[config.mk]
export PLATFORM = sky130hd
export DESIGN_NAME = dbg_bus_master
export DESIGN_NICKNAME = d
export VERILOG_FILES = /design/src/rtl/dbg_bus_master.sv
export SDC_FILE = /design/constraint.sdc
export NUM_CORES = 1
export LEC_CHECK = 0
export CORE_MARGIN = 4
export CORE_UTILIZATION = 35
export DETAILED_ROUTE_END_ITERATION = 10
export PLACE_DENSITY_LB_ADDON = 0.08
export RECOVER_POWER = 50
export SLEW_MARGIN = 5
export SYNTH_ARGS = -nofsm -noshare
export SYNTH_HDL_FRONTEND = slang
export SYNTH_SLANG_ARGS = --single-unit
[constraint.sdc]
create_clock -name clk -period 5.8 [get_ports clk]
set_input_delay 1.45 -clock clk [delete_from_list [all_inputs] [get_ports clk]]
set_output_delay 1.45 -clock clk [all_outputs]
set_load 0.005 [all_outputs]
[src/rtl/dbg_bus_master.sv]
// dbg_bus_master: UART-byte-stream debug initiator issuing single-word reads/writes on the data bus.
module dbg_bus_master #(
  parameter int          TIMEOUT_CYCLES = 1000000,
  parameter logic [7:0]  CMD_WR         = 8'h57,
  parameter logic [7:0]  CMD_RD         = 8'h52
) (
  input  logic        clk,
  input  logic        rstn,
  input  logic        rx_valid,
  input  logic [7:0]  rx_data,
  output logic        tx_valid,
  output logic [7:0]  tx_data,
  input  logic        tx_ready,
  output logic        bus_req,
  input  logic        bus_gnt,
  output logic        m_wr,
  output logic [31:0] m_waddr,
  output logic [31:0] m_wdata,
  output logic [3:0]  m_wstrb,
  output logic        m_rd,
  output logic [31:0] m_raddr,
  input  logic [31:0] m_rdata,
  output logic        busy
);
  typedef enum logic [2:0] {IDLE, ADDR, DATA, REQ, WR, RD, RCAP, RESP} state_t;
  localparam int TW = $clog2(TIMEOUT_CYCLES + 1);
  state_t        state, state_nx;
  logic [TW-1:0] tmo;
  logic [1:0]    cnt, rem;
  logic          op_wr, timeout;
  logic [31:0]   addr, wdata, resp;
  assign timeout  = !rx_valid && tmo == TW'(TIMEOUT_CYCLES - 1);
  // Outputs decode straight from state so the async reset clears them at once.
  assign busy     = state != IDLE;
  assign bus_req  = state == REQ || state == WR || state == RD || state == RCAP;
  assign m_wr     = state == WR;
  assign m_rd     = state == RD;
  assign m_wstrb  = {4{m_wr}};
  assign m_waddr  = {addr[31:2], 2'b00};
  assign m_raddr  = {addr[31:2], 2'b00};
  assign m_wdata  = wdata;
  assign tx_valid = state == RESP;
  assign tx_data  = resp[7:0];
  always_ff @(posedge clk or negedge rstn)
    if (!rstn) state <= IDLE;
    else state <= state_nx;
  always_comb begin
    state_nx = state;
    case (state)
      IDLE: if (rx_valid) state_nx = (rx_data == CMD_WR || rx_data == CMD_RD) ? ADDR : RESP;
      ADDR: state_nx = (rx_valid && cnt == 2'd3) ? (op_wr ? DATA : REQ) : timeout ? IDLE : ADDR;
      DATA: state_nx = (rx_valid && cnt == 2'd3) ? REQ : timeout ? IDLE : DATA;
      REQ:  if (bus_gnt) state_nx = op_wr ? WR : RD;
      WR:   state_nx = RESP;
      RD:   state_nx = RCAP;
      RCAP: state_nx = RESP;
      RESP: if (tx_ready && rem == 2'd0) state_nx = IDLE;
      default: state_nx = IDLE;
    endcase
  end
  always_ff @(posedge clk or negedge rstn)
    if (!rstn) begin
      op_wr <= 1'b0;
      cnt   <= '0;
      rem   <= '0;
      tmo   <= '0;
      addr  <= '0;
      wdata <= '0;
      resp  <= '0;
    end else
      case (state)
        IDLE: if (rx_valid) begin
          op_wr <= rx_data == CMD_WR;
          cnt   <= '0;
          tmo   <= '0;
          resp  <= 32'h3F;
          rem   <= '0;
        end
        ADDR, DATA: if (rx_valid) begin
          cnt <= cnt + 2'd1;
          tmo <= '0;
          if (state == ADDR) addr <= {rx_data, addr[31:8]};
          else wdata <= {rx_data, wdata[31:8]};
        end else tmo <= tmo + TW'(1);
        WR: begin
          resp <= 32'h4B;
          rem  <= '0;
        end
        RCAP: begin
          resp <= m_rdata;
          rem  <= 2'd3;
        end
        RESP: if (tx_ready) begin
          resp <= resp >> 8;
          rem  <= rem - 2'd1;
        end
        default: ;
      endcase
endmodule

==> results of run 1 <==
worst max path at each step:
| stage | from | endpoint | slack (ns) | depth (start not counted) |
|---|---|---|---|---|
| 2_1_floorplan | state[2]$_DFFE_PN0P_ | m_wstrb[0] | 2.81 | 5 |
| 5_1_grt | rstn | m_wdata[23]$_DFFE_PN0P_ | 1.51 | 2 |
| 3_5_place_dp | rx_valid | resp[1]$_DFFE_PN0P_ | 1.88 | 5 |
| 6_report | state[0]$_DFFE_PN0P_ | tx_valid | 1.80 | 4 |
| 3_3_place_gp | rx_valid | resp[7]$_DFFE_PN0P_ | 1.91 | 5 |
| 4_1_cts | state[1]$_DFFE_PN0P_ | tx_valid | 1.77 | 4 |
cell type report:
type,count,area (µm²),area share
Multi-Input combinational cell,298,2350,0.297
Sequential cell,122,3050,0.387
Tap cell,220,275,0.0349
Clock buffer,19,443,0.0561
Timing Repair Buffer,161,1580,0.200
Inverter,7,26.3,0.00333
Clock inverter,13,170,0.0216
kinds of logic (layout without fill, tap and decap cells):
group                    count (synthesis)  count (layout)
flip-flops                             122             122
AND/OR/NAND/NOR                        107             107
multiplexers                            90              90
AO/OA/AOI/OAI                           88              88
buffers and inverters                   81             200
XOR/XNOR                                 6               6
adder cells (fa/ha/maj)                  3               3
other                                    1               4
critical path, stage by stage, from the launching register on:
cell and delay (ns):
dfrtp_1 0.33, and2_1 0.46, nand2_1 0.15, inv_1 0.56, clkdlybuf4s50_1 0.64
cells in the final DEF, fill, tap and decap left out, types with 3 or more instances in the layout:
cell,netlist,final
nor3_1,10,9
nor4_1,7,7
o21ai_0,14,14
or4_1,7,7
inv_1,7,7
buf_4,46,6
clkinv_4,0,5
nand4_1,7,7
and3_1,5,5
o31ai_1,7,7
a21oi_1,15,15
o21a_1,6,6
clkbuf_1,21,3
nor2_1,9,8
mux2_2,84,84
or3_1,5,5
clkdlybuf4s50_1,0,109
a22o_1,28,28
xnor2_1,5,5
clkbuf_16,0,17
nand3_1,10,10
dlygate4sd3_1,0,43
a2bb2oi_1,3,3
conb_1,1,4
dfrtp_1,122,122
nor2b_1,6,6
clkinvlp_4,0,3
nand2_1,26,26
bufinv_16,0,3
mux2i_1,6,6
ha_1,3,3
nand2b_1,3,3
per-stage QoR:
stage          std cells  hold WS [ns]
6_report             840         0.487
5_1_grt              840         0.515
4_1_cts              840         0.493
3_5_place_dp         808         0.481
3_3_place_gp         808         0.467
2_1_floorplan        501         0.443
layer usage:
metal | GRT usage | part of all wire | vias up
li1 | - | - | 1992
met1 | 0.205 | 0.46 | 2037
met2 | 0.238 | 0.48 | 93
met3 | 0.0435 | 0.045 | 13
met4 | 0.0593 | 0.015 | 0
met5 | 0 | 0 | -
state kept, by name (all words and copies together), names as in the netlist:
name     count
rem          2
cnt          2
addr        30
m_wdata     32
state        3
tmo         20
op_wr        1
resp        32
where the power goes:
group	internal, W	total [W]	switching, W
Clock	0.000690	0.00108	0.000395
Sequential	0.00116	0.00142	0.000252
Combinational	0.000965	0.00163	0.000665
Total	0.00282	0.00413	0.00131
==> qor.yml, run 1 <==
die-height_um: 137
synthDistinctLibCells: 51
setup_violations: 0
placed_area_um2: 7290
grt_start_max_net_pins: 80
yosysMostFrequentCell: "dfrtp_1"
p_per_area_nw_per_um2: 523
cp_max_fo: 20
setup_tns_ns: 0
area_delta_synth_final_pct: 34.6
ir_worst_vdd_uv: 287
cts_made_buffers: 17
vias_per_cell: 4.92
ant_nets: 0
synth_top_cell_by_area: "dfrtp_1"
synth_edf_count: 0
hold_path_depth: 2
synth_top_family_by_area: "multiplexers"
path_clk_slew_ns: 0.06
fill_cells: 1511
total_power_w: 0.00413
violations: "capacitance limit, slew limit"
r2r_cells: 6
cts_sinks: 122
grt_use_total: 0.154
holdPathEnd: "op_wr$_DFFE_PN0P_"
grt_pass1_wl_um: 22500
antenna_found_initial: 0
syn-cell-area_um2: 5860
min_path_type: "reg2reg"
crit_type: "reg2out"
drc: 0
r2r_slack_ns: 3.31
avgSynthCellArea_um2: 11.8
ctsLongestPathBuffers: 2
synth-compound-area-share: 0.107
synthCells: 498
cts_tree: "done"
start_util: 0.355
reg2reg_from: "state[1]$_DFFE_PN0P_"
synth.mux.area_fraction: 0.172
tightest_slew_ns: 2.04
cap_violations: 1
ys_async_sr_fraction: 1.00
p_leak_nw: 3.41
finalMaxSlewViolations: 80
r2r_end: "resp[1]$_DFFE_PN0P_"
insertedDiodeCount: 0
cts_max_level: 4
cp.required_ns: 4.35
gp_congestion: 0.769
dp_hpwl_um: 9670
via_count: 4135
finish.net_count: 655
fp.dieW_um: 137
worstPathArrival_ns: 2.55
dr.pass1.iters: 4
synth-main-ff-cell: "dfrtp_1"
die_area_um2: 18900
stdcell_area_um2: 7900
wl_per_cell_um: 16.7
postCtsHoldBufs: 0
critPathLaunchType: "flip-flop"
hold_violations: 0
ys_seq_area_frac: 0.521
outcome: "finished, violations left"
pin_count: 158
post-cts-setup-buffer-count: 0
grt_setup_unrepaired: "no"
relSlewSlack: -0.363
synth.top_cell.area_share: 0.521
grt_overflow: 0
first_iter_violations: 183
routed_wl_um: 14100
min_period_over_period: 0.690
period_needed_ns: 4.00
coreArea_um2: 16500
ys_top_cells_by_area: "dfrtp_1 52%, mux2_2 16%, buf_4 5.9%, a22o_1 4.2%, nand2_1 1.7%"
synth_commonest_cells: "122 x dfrtp_1, 84 x mux2_2, 46 x buf_4, 28 x a22o_1, 26 x nand2_1"
grt_pass1_vias: 4240
synth_xor_area_frac: 0.00896
row_count: 47
min_from: "op_wr$_DFFE_PN0P_"
port_buffers: 153
synthSimpleGateAreaFrac: 0.101
drive_above_1_share: 0.206
end_kind: "output pin"
insertion_delay_ns: 0.42
fmax_ghz: 0.250
place_ws_ns: 1.88
ys_ff_latch: 122
setup_slack_ns: 1.80
final_core_util: 0.478
synth_adder_area_share: 0.00640
root_buffer: "clkbuf_16"
ys_warn_count: 0
clock-skew-final_ns: 0.00929
cts_resized: 0
Note: power is estimated with default switching activity, not from simulation.
==> run 2: changes to the inputs <==
clock period = 3.35 ns   (was 5.8 ns; I/O delays follow)
==> run 2 against run 1 <==
  * The run still ends with capacitance limit, slew limit left
  * Hold slack improved by 0.00097 ns
  * Sequential power increased by 76%
  * Setup slack got worse by 1.4 ns
  * Critical path type unchanged
==> qor.yml, run 2 (same netlist as run 1, synthesis figures left out) <==
grt_pass1_wl_um: 22800  # was 22500 µm
path_clk_slew_ns: 0.05  # was 0.06 ns
antenna_found_initial: 0  # unchanged
p_leak_nw: 3.41  # about the same
setup_violations: 0  # unchanged
cts_tree: "done"  # unchanged
grt_setup_unrepaired: "no"  # unchanged
fp.dieW_um: 137  # unchanged
violations: "capacitance limit, slew limit"  # unchanged
critPathLaunchType: "flip-flop"  # unchanged
cts_resized: 0  # unchanged
pin_count: 158  # unchanged
insertion_delay_ns: 0.41  # was 0.42 ns
min_path_type: "reg2reg"  # unchanged
cts_max_level: 4  # unchanged
gp_congestion: 0.809  # was 0.769
r2r_slack_ns: 0.96  # was 3.31 ns
via_count: 4220  # was 4135
wl_per_cell_um: 16.5  # was 16.7 µm
multi_input_area_um2: 2350  # unchanged
fmax_ghz: 0.339
drive_above_1_share: 0.211  # was 0.206
clock-skew-final_ns: 0.00634  # was 0.00929 ns
min_period_over_period: 0.880
period_needed_ns: 2.95
hold_violations: 0  # unchanged
ctsLongestPathBuffers: 2  # unchanged
start_util: 0.355  # unchanged
vias_per_cell: 4.98  # was 4.92
cts_made_buffers: 17  # unchanged
grt_overflow: 0  # unchanged
coreArea_um2: 16500  # unchanged
p_per_area_nw_per_um2: 897  # was 523 nW/µm²
finish.net_count: 662  # was 655
post-cts-setup-buffer-count: 0  # unchanged
layout.cells.most_common: "clkdlybuf4s50_1"  # was dfrtp_1
area.sequential_um2: 3050  # unchanged
layout.cells.non_filler: 847  # was 840
port_buffers: 153  # unchanged
die-height_um: 137  # unchanged
insertedDiodeCount: 0  # unchanged
relSlewSlack: -0.533  # was -0.363
placed_area_um2: 7360  # was 7290 µm²
tightest_slew_ns: 2.30  # was 2.04 ns
crit_type: "reg2out"  # unchanged
end_kind: "output pin"  # unchanged
ant_nets: 0  # unchanged
cap_violations: 1  # unchanged
drc: 0  # unchanged
cts_sinks: 122  # unchanged
final_core_util: 0.479  # was 0.478
area_delta_synth_final_pct: 35.0  # was 34.6%
dr.pass1.iters: 5  # was 4
grt_use_total: 0.153  # was 0.154
setup_tns_ns: 0  # unchanged
min_from: "op_wr$_DFFE_PN0P_"  # unchanged
first_iter_violations: 194  # was 183
hold_path_depth: 2  # unchanged
finalMaxSlewViolations: 42  # was 80
grt_start_max_net_pins: 61  # was 80
root_buffer: "clkbuf_16"  # unchanged
outcome: "finished, violations left"  # unchanged
r2r_end: "tmo[16]$_DFFE_PN0P_"  # was resp[1]$_DFFE_PN0P_
r2r_cells: 5  # was 6
stdcell_area_um2: 7920  # was 7900 µm²
fill_cells: 1518  # was 1511
reg2reg_from: "state[1]$_DFFE_PN0P_"  # unchanged
worstPathArrival_ns: 2.11  # was 2.55 ns
postCtsHoldBufs: 0  # unchanged
dp.cells: 815  # was 808
row_count: 47  # unchanged
cp.required_ns: 2.51  # was 4.35 ns
dp_hpwl_um: 9860  # was 9670 µm
final_cell_mix: "123 x clkdlybuf4s50_1, 122 x dfrtp_1, 84 x mux2_2, 29 x dlygate4sd3_1, 28 x a22o_1"  # was 122 x dfrtp_1, 109 x clkdlybuf4s50_1, 84 x mux2_2, 43 x dlygate4sd3_1, 28 x a22o_1
holdPathEnd: "op_wr$_DFFE_PN0P_"  # unchanged
ir_worst_vdd_uv: 398  # was 287 µV
cp_max_fo: 18  # was 20
die_area_um2: 18900  # unchanged
grt_pass1_vias: 4333  # was 4240
routed_wl_um: 14000  # was 14100 µm
[run 2: cell count changes in the layout (fill, tap and decap cells not counted)]
cell and delta:
inv_6 -1, clkinv_4 -3, clkinv_2 +2, dlygate4sd3_1 -14
clkbuf_1 +3, bufinv_16 -1, buf_12 +1, clkdlybuf4s50_1 +14
clkinvlp_4 +1, buf_4 +5
[run 2: final cells by class]
type,instances,share of cell area
clock buffer,21,0.0569
clock inverter,11,0.0155
inverter,7,0.00332
multi-input combinational,298,0.297
sequential,122,0.386
tap,220,0.0348
timing repair buffer,168,0.207
[run 2: metal layers]
layer  global-route usage  share of wire
met5                    0              0
met4               0.0649          0.020
met3               0.0424          0.055
met2                0.234           0.48
met1                0.204           0.44
[run 2: metrics by stage]
step | hold WS (ns) | power [W] | setup slack, ns
6_report | 0.488 | 0.00710 | 0.402
5_1_grt | 0.516 | 0.00760 | 0.277
4_1_cts | 0.424 | 0.00727 | 0.364
3_5_place_dp | 0.483 | 0.00545 | 0.446
3_3_place_gp | 0.471 | 0.00540 | 0.483
2_1_floorplan | 0.443 | 0.00408 | 0.971
[run 2: critical path: stages, from the launching register on]
cell,delay [ns]
dfrtp_1,0.44
buf_4,0.23
inv_1,0.07
buf_4,0.18
and3_1,0.25
clkdlybuf4s50_1,0.54
[run 2: how the worst max path moves through the flow]
stage / from / to / slack [ns] / cells past startpoint
floorplan: state[2]$_DFFE_PN0P_ / m_wstrb[0] / 0.97 / 5
global placement: rx_valid / tmo[16]$_DFFE_PN0P_ / 0.48 / 5
detailed placement: rx_valid / tmo[16]$_DFFE_PN0P_ / 0.45 / 5
CTS: state[0]$_DFFE_PN0P_ / m_wstrb[0] / 0.36 / 5
global route: state[0]$_DFFE_PN0P_ / m_wstrb[3] / 0.28 / 5
finish: state[0]$_DFFE_PN0P_ / m_wstrb[0] / 0.40 / 5
[run 2: report_power, final]
group	switching, W	internal, W
sequential	0.000486	0.00201
clock	0.000661	0.00111
combinational	0.00110	0.00172
